## config.mk

```make
export PLATFORM = sky130hd
export DESIGN_NAME = mux_nx1_xfade
export DESIGN_NICKNAME = d
export VERILOG_FILES = /design/src/rtl/mux_nx1_xfade.sv
export SDC_FILE = /design/constraint.sdc
export NUM_CORES = 1
export LEC_CHECK = 0
export ABC_AREA = 1
export CAP_MARGIN = 20
export CELL_PAD_IN_SITES_DETAIL_PLACEMENT = 0
export CELL_PAD_IN_SITES_GLOBAL_PLACEMENT = 1
export CORE_ASPECT_RATIO = 0.7
export CORE_MARGIN = 4
export CORE_UTILIZATION = 45
export CTS_BUF_LIST = sky130_fd_sc_hd__clkbuf_4
export CTS_CLUSTER_DIAMETER = 50
export DETAILED_ROUTE_END_ITERATION = 8
export GPL_ROUTABILITY_DRIVEN = 1
export HOLD_SLACK_MARGIN = 0.05
export MAX_ROUTING_LAYER = met4
export PLACE_DENSITY = 0.83
export SKIP_CTS_REPAIR_TIMING = 1
export SLEW_MARGIN = 25
export SYNTH_ARGS = -nofsm -noshare
export SYNTH_HDL_FRONTEND = slang
export SYNTH_SLANG_ARGS = --single-unit
```

## constraint.sdc

```tcl
create_clock -name clk_i -period 14.28 [get_ports clk_i]
set_input_delay 2.856 -clock clk_i [delete_from_list [all_inputs] [get_ports clk_i]]
set_output_delay 2.856 -clock clk_i [all_outputs]
set_load 0.03 [all_outputs]
```

## src/rtl/mux_nx1_xfade.sv

```systemverilog
// N-input registered mux with a linear crossfade on select change.
// bypass_i switches immediately or aborts a running fade.
module mux_nx1_xfade #(
  parameter  int WIDTH     = 16,
  parameter  int N_IN      = 4,
  parameter  int RAMP_BITS = 8,
  localparam int SEL_W     = $clog2(N_IN)
) (
  input  logic                    clk_i,
  input  logic                    rst_ni,
  input  logic [SEL_W-1:0]        sel_i,
  input  logic                    bypass_i,
  input  logic [N_IN*WIDTH-1:0]   in_flat_i,
  output logic signed [WIDTH-1:0] out_o,
  output logic                    busy_o,
  output logic [SEL_W-1:0]        sel_active_o
);

  localparam int M  = 1 << RAMP_BITS;
  localparam int PW = WIDTH + RAMP_BITS + 1;
  localparam logic [RAMP_BITS-1:0] LAST =
    RAMP_BITS'(M - 1);

  typedef enum logic {
    IDLE = 1'b0,
    FADE = 1'b1
  } state_t;

  state_t                  r_state;
  logic [SEL_W-1:0]        r_cur;
  logic [SEL_W-1:0]        r_tgt;
  logic [RAMP_BITS-1:0]    r_cnt;
  logic signed [WIDTH-1:0] r_out;

  logic signed [WIDTH-1:0] w_ch [N_IN];
  logic signed [WIDTH-1:0] w_cur;
  logic signed [WIDTH-1:0] w_tgt;
  logic                    w_sel_ok;
  logic                    w_req;
  logic signed [PW-1:0]    w_a;
  logic signed [PW-1:0]    w_b;
  logic signed [PW-1:0]    w_wa;
  logic signed [PW-1:0]    w_wb;
  logic signed [PW-1:0]    w_pa;
  logic signed [PW-1:0]    w_pb;
  logic signed [PW:0]      w_sum;
  logic signed [PW:0]      w_shr;
  logic signed [WIDTH-1:0] w_mix;
  logic                    w_unused;

  for (genvar k = 0; k < N_IN; k++) begin : g_ch
    assign w_ch[k] = in_flat_i[k*WIDTH +: WIDTH];
  end

  assign w_cur = w_ch[r_cur];
  assign w_tgt = w_ch[r_tgt];

  assign w_sel_ok = {1'b0, sel_i} < (SEL_W+1)'(N_IN);
  assign w_req    = w_sel_ok && (sel_i != r_cur);

  // Convex mix: weights sum to M, so the floor fits WIDTH.
  assign w_a   = PW'(w_cur);
  assign w_b   = PW'(w_tgt);
  assign w_wb  = {{(PW-RAMP_BITS){1'b0}}, r_cnt};
  assign w_wa  = PW'(M) - w_wb;
  assign w_pa  = w_a * w_wa;
  assign w_pb  = w_b * w_wb;
  assign w_sum = (PW+1)'(w_pa) + (PW+1)'(w_pb);
  assign w_shr = w_sum >>> RAMP_BITS;
  assign w_mix = w_shr[WIDTH-1:0];

  assign w_unused = ^w_shr[PW:WIDTH];

  always_ff @(posedge clk_i or negedge rst_ni) begin
    if (!rst_ni) begin
      r_state <= IDLE;
      r_cur   <= '0;
      r_tgt   <= '0;
      r_cnt   <= '0;
      r_out   <= '0;
    end else begin
      unique case (r_state)
        IDLE: begin
          r_out <= w_cur;
          if (w_req) begin
            if (bypass_i) begin
              r_cur <= sel_i;
            end else begin
              r_tgt   <= sel_i;
              r_cnt   <= RAMP_BITS'(1);
              r_state <= FADE;
            end
          end
        end
        FADE: begin
          r_out <= w_mix;
          priority case (1'b1)
            bypass_i: begin
              r_cur   <= w_sel_ok ? sel_i : r_tgt;
              r_cnt   <= '0;
              r_state <= IDLE;
            end
            (r_cnt == LAST): begin
              r_cur   <= r_tgt;
              r_cnt   <= '0;
              r_state <= IDLE;
            end
            default: r_cnt <= r_cnt + 1'b1;
          endcase
        end
        default: r_state <= IDLE;
      endcase
    end
  end

  assign out_o        = r_out;
  assign busy_o       = (r_state == FADE);
  assign sel_active_o = r_cur;

endmodule

```

After elaboration in Yosys (flattened, before gate mapping)
Index checks and enable logic that the tools add are counted.
Operators by class
  add/sub/neg operators: 3
  multipliers: 2
  $lt $le $gt $ge: 2
  eq/ne operators: 6
  multiplexer cells: 22
  bitwise operators: 4
  reductions and logical operators: 3
Operator list (count)
  binary-select mux 16 bit (select 2 bit): 2
  2-to-1 mux 16 bit: 4
  2-to-1 mux 8 bit: 4
  case mux 16 bit (2 select lines): 1
  adder 24 bit: 1
  multiplier 16 x 10 -> 24 bit: 1
  multiplier 16 x 9 -> 24 bit: 1
  case mux 8 bit (2 select lines): 1
  subtractor 9 x 8 -> 10 bit, first input constant: 1
  adder 8 x 1 -> 8 bit, second input constant: 1
  == test 8 bit, second input constant: 1
  2-to-1 mux 2 bit: 4
  >= comparator 3 bit, second input constant: 2
  inequality test 2 bit, second input constant: 3
  NOT 2 -> 3 bit: 2
  AND reduction 3 bit: 2
  2-to-1 mux 1 bit: 4
  case mux 2 bit (2 select lines): 1
  inequality test 3 x 2 -> 1 bit, second input constant: 1
  inequality test 2 bit: 1
  NOT 1 bit: 2
  case mux 1 bit (2 select lines): 1
  AND reduction 2 bit: 1
Storage, ports and cells
  flip-flop bits (word level): 29
  input port bits: 69
  word-level logic and storage cells: 47

Logic depth before layout (Yosys ltp)
  word-level depth: 7
  gate-level depth with buffers: 39
  depth with buffers taken out: 36

Worst setup path after synthesis
No wires, ideal clock.
  kind: input to register
  start: input in_flat_i[31]
  end: register r_out[11], in the netlist out_o[11]
  data arrival time: 7850 ps
  path slack: 6300 ps
  stages on the path: 26
  cell sequence: nand2_1 nand3_2 nand2_4 nor2_1 inv_1 fa_1 inv_1 fa_1 inv_1 fa_1 inv_1 fa_1 fa_1 inv_1 fa_1 inv_1 ha_1 nand2_1 nor2_1 inv_1 nor3_1 nand4_1 nand3_1 nand2_1 nand3_1 o21ai_1
On the way
  longest elaborated chain between the ends: 6
Ends and longest elaborated chain
  from (decl): RTL line 13  | input logic [N_IN*WIDTH-1:0] in_flat_i,
  binary-select mux 16 bit (select 2 bit) (on tied branches): RTL line 55, 56
  2-to-1 mux 16 bit (on tied branches) (2 in series): RTL line 55, 56
  multiplier 16 x 10 -> 24 bit or multiplier 16 x 9 -> 24 bit (tied branches): RTL line 66, 67
  adder 24 bit (*): RTL line 68  | assign w_sum = (PW+1)'(w_pa) + (PW+1)'(w_pb);
  case mux 16 bit (2 select lines) (*): RTL line 82  | unique case (r_state)
  to (signal assigned): RTL line 84  | r_out <= w_cur;
  to (signal assigned): RTL line 96  | r_out <= w_mix;
  to (decl): RTL line 33  | logic signed [WIDTH-1:0] r_out;
Every way passes the cells marked *; elsewhere a longest branch is shown, timed or not. The select of a mux whose other input is x is not followed.
A chain may end at the register's enable or synchronous reset.

Worst setup path after layout
  start: input in_flat_i[47]
  end: register r_out[15], in the netlist out_o[15]
On the way
  longest elaborated chain between the ends: 6
Ends and longest elaborated chain (RTL line)
  binary-select mux 16 bit (select 2 bit) (on tied branches): 55, 56
  2-to-1 mux 16 bit (on tied branches) (2 in series): 55, 56
  multiplier 16 x 10 -> 24 bit or multiplier 16 x 9 -> 24 bit (tied branches): 66, 67
  adder 24 bit: 68
  case mux 16 bit (2 select lines) (*): 82
Marked as above.

==> impl_metrics.json <==
{
  "drcViolationCount": 0,
  "fin_setup_tns_ps": 0,
  "worstPathArrival_ps": 9480,
  "grt_util_all_layers_pct": 25.7,
  "post_synthesis_instance_total": 1661,
  "globalRouteOverflowTotal": 0,
  "drt_iter0_markers": 755,
  "boundaryPins": 88,
  "max_slew.worst_pin.slew_ps": 1020,
  "syn-cell-area_mm2": 0.0123,
  "die_w_um": 205,
  "dp_cells": 2069,
  "max-cap-violations": 0,
  "outcome": "finished clean",
  "clk-insertion-delay-late_ps": 410,
  "synth_top_area_cell": "sky130_fd_sc_hd__fa_1",
  "drt_first_pass_iters": 5,
  "synth_commonest_cells": "400 x sky130_fd_sc_hd__inv_1, 388 x sky130_fd_sc_hd__nand2_1, 253 x sky130_fd_sc_hd__fa_1",
  "cts-root-buf": "sky130_fd_sc_hd__clkbuf_4",
  "final_setup_skew_ps": 43.9,
  "floorplan.core_area_mm2": 0.0268,
  "yosysTopAreaCellShare_pct": 41.3,
  "largest_cells_by_area_after_synthesis": "sky130_fd_sc_hd__fa_1 41%, sky130_fd_sc_hd__inv_1 12%, sky130_fd_sc_hd__nand2_1 12%, sky130_fd_sc_hd__ha_1 8.8%, sky130_fd_sc_hd__nor2_1 6.6%",
  "totalWireLength_um": 35000,
  "portion_of_the_clock_cycle_consumed_by_the_worst_path_in_the_final_layout_pct": 64.4,
  "drive_gt1_share_pct": 2.80,
  "number_of_global_route_vias_before_repair": 10700,
  "final_net_count": 2120,
  "setup_viol": 0,
  "vias_per_cell": 5.03,
  "synth_seq_cells": 29,
  "cts.sink_count": 29,
  "met2RoutedLength_um": 16200,
  "slew_violations": 0,
  "final_util_pct": 50.3,
  "grt_antenna_before_repair": 1,
  "cts_max_level": 2,
  "filler_cell_count": 2709,
  "period_needed_ps": 9200,
  "cp-start-kind": "input pin",
  "chipHeight_um": 146,
  "globalplace.congestion": 0.942,
  "critical_path.max_fanout": 9,
  "maxClockFrequency_mhz": 109,
  "dp_hpwl_um": 30000,
  "detail_routed_net_length_per_standard_cell_um": 16.8,
  "route.vias.total": 10400,
  "rsz0062_at_grt": "no",
  "met3_wirelength_um": 2420,
  "final-hold-violation-count": 0,
  "buffer_ports.inserted": 87,
  "avgSynthCellArea_um2": 7.38,
  "timing.slew.headroom_pct": 31.9,
  "initial_core_util_pct": 45.8,
  "crit_required_ps": 14560,
  "mappedNetlistNets": 2069,
  "hold_crit_path_type": "flop to flop",
  "edff_count_synth": 0,
  "synth-seq-area-share_pct": 5.92,
  "topRoutingLayerUsed": "met4",
  "cts-buffers-inserted": 5,
  "clk_transition_reported_paths_ps": 150,
  "antenna_violating_nets_post_route": 0,
  "cts_tree": "yes",
  "critical_path.endpoint_type": "flop",
  "setup.worst_path.class": "input pin to flop",
  "cts-root-to-sink-buffers": 2,
  "global_route_wire_length_before_repair_um": 58800,
  "ys_types": 44,
  "design.die.area_mm2": 0.0300,
  "synth-warning-count": 0,
  "row_count": 50,
  "synth.most_common_cell": "sky130_fd_sc_hd__inv_1",
  "instances_no_fill": 2078,
  "grt_start_max_net_pins": 40,
  "area_delta_synth_final_pct": 9.89,
  "synthFlopType": "sky130_fd_sc_hd__dfrtp_1",
  "routedLengthMet1_um": 15700,
  "asyncSetResetFlopFracSynth_pct": 100
}
==> critical path: stages <==
cell and delay (ps):
sky130_fd_sc_hd__clkdlybuf4s50_1 490, sky130_fd_sc_hd__nand2_1 80, sky130_fd_sc_hd__nand3_2 130, sky130_fd_sc_hd__nand2_4 150, sky130_fd_sc_hd__nor2_1 370, sky130_fd_sc_hd__inv_1 120
sky130_fd_sc_hd__fa_1 600, sky130_fd_sc_hd__inv_1 130, sky130_fd_sc_hd__fa_1 490, sky130_fd_sc_hd__inv_1 60, sky130_fd_sc_hd__fa_1 490, sky130_fd_sc_hd__inv_1 50
sky130_fd_sc_hd__fa_1 480, sky130_fd_sc_hd__fa_1 550, sky130_fd_sc_hd__inv_1 50, sky130_fd_sc_hd__fa_1 490, sky130_fd_sc_hd__inv_1 40, sky130_fd_sc_hd__ha_1 450
sky130_fd_sc_hd__nand2_1 210, sky130_fd_sc_hd__nor3_1 320, sky130_fd_sc_hd__nand2_1 80, sky130_fd_sc_hd__inv_1 140, sky130_fd_sc_hd__nand4_1 220, sky130_fd_sc_hd__nand2_1 200
sky130_fd_sc_hd__nand3_1 90, sky130_fd_sc_hd__nand3_1 80, sky130_fd_sc_hd__nand2_1 60
==> layout make-up <==
cell class,instances,area [um2],share of cell area [%]
inverter,414,1570,11.6
multi-input combinational,1169,9730,72.2
clock inverter,3,46.3,0.344
antenna,1,2.50,0.0186
timing repair buffer,93,911,6.76
tap,364,455,3.38
sequential,29,726,5.39
clock buffer,5,37.5,0.279
==> stage by stage <==
stage / worst slack (ps) / instance area [um2] / hold slack [ps]
after CTS: 5180 / 13500 / 733
final: 5080 / 13500 / 752
after detailed placement: 4780 / 13400 / 704
after global routing: 4730 / 13500 / 814
after floorplan: 6300 / 12300 / 580
after global placement: 4810 / 13400 / 703
==> sequential cells by signal, summed over array words and instances, names as in the netlist <==
signal	count
r_tgt	2
r_cnt	8
out_o	16
sel_active_o	2
busy_o	1
==> logic make-up after synthesis <==
family | count (synthesis) | synth area share (%)
buf+inv | 463 | 14.7
flops | 29 | 5.92
xor+xnor | 16 | 1.14
compound gates | 87 | 4.00
fa+ha+maj | 339 | 50.1
simple gates | 727 | 24.1
==> path summary, 6_finish.rpt <==
check / start / to / slack (ps) / cells after the start
min in group asynchronous: rst_ni / busy_o / 2500 / 1
setup reg to reg: r_cnt[0] / out_o[15] / 6290 / 27
setup / recovery: in_flat_i[47] / out_o[15] / 5080 / 27
max in group asynchronous: rst_ni / out_o[6] / 11240 / 1
hold / removal: r_cnt[7] / r_cnt[7] / 750 / 3
hold reg to reg: r_cnt[7] / r_cnt[7] / 750 / 3
==> cells in the final DEF, fill, tap and decap left out, types with 13 or more instances in the layout <==
cell type and count:
sky130_fd_sc_hd__nand2_1 388, sky130_fd_sc_hd__clkdlybuf4s50_1 86, sky130_fd_sc_hd__fa_1 253, sky130_fd_sc_hd__o21ai_0 29, sky130_fd_sc_hd__dfrtp_1 29, sky130_fd_sc_hd__xor2_1 13
sky130_fd_sc_hd__nor2_1 214, sky130_fd_sc_hd__ha_1 86, sky130_fd_sc_hd__inv_1 400, sky130_fd_sc_hd__a21oi_1 32, sky130_fd_sc_hd__nand3_1 87
==> routing by layer <==
metal | global-route usage (%) | vias up
met5 | - | -
met4 | 4.82 | 0
met3 | 3.62 | 34
met2 | 39.8 | 309
met1 | 36.7 | 5152
li1 | - | 4949
Power is left out: the tool's default activity adds up to more than one toggle a clock period on the data nets, which glitch-free logic cannot reach.
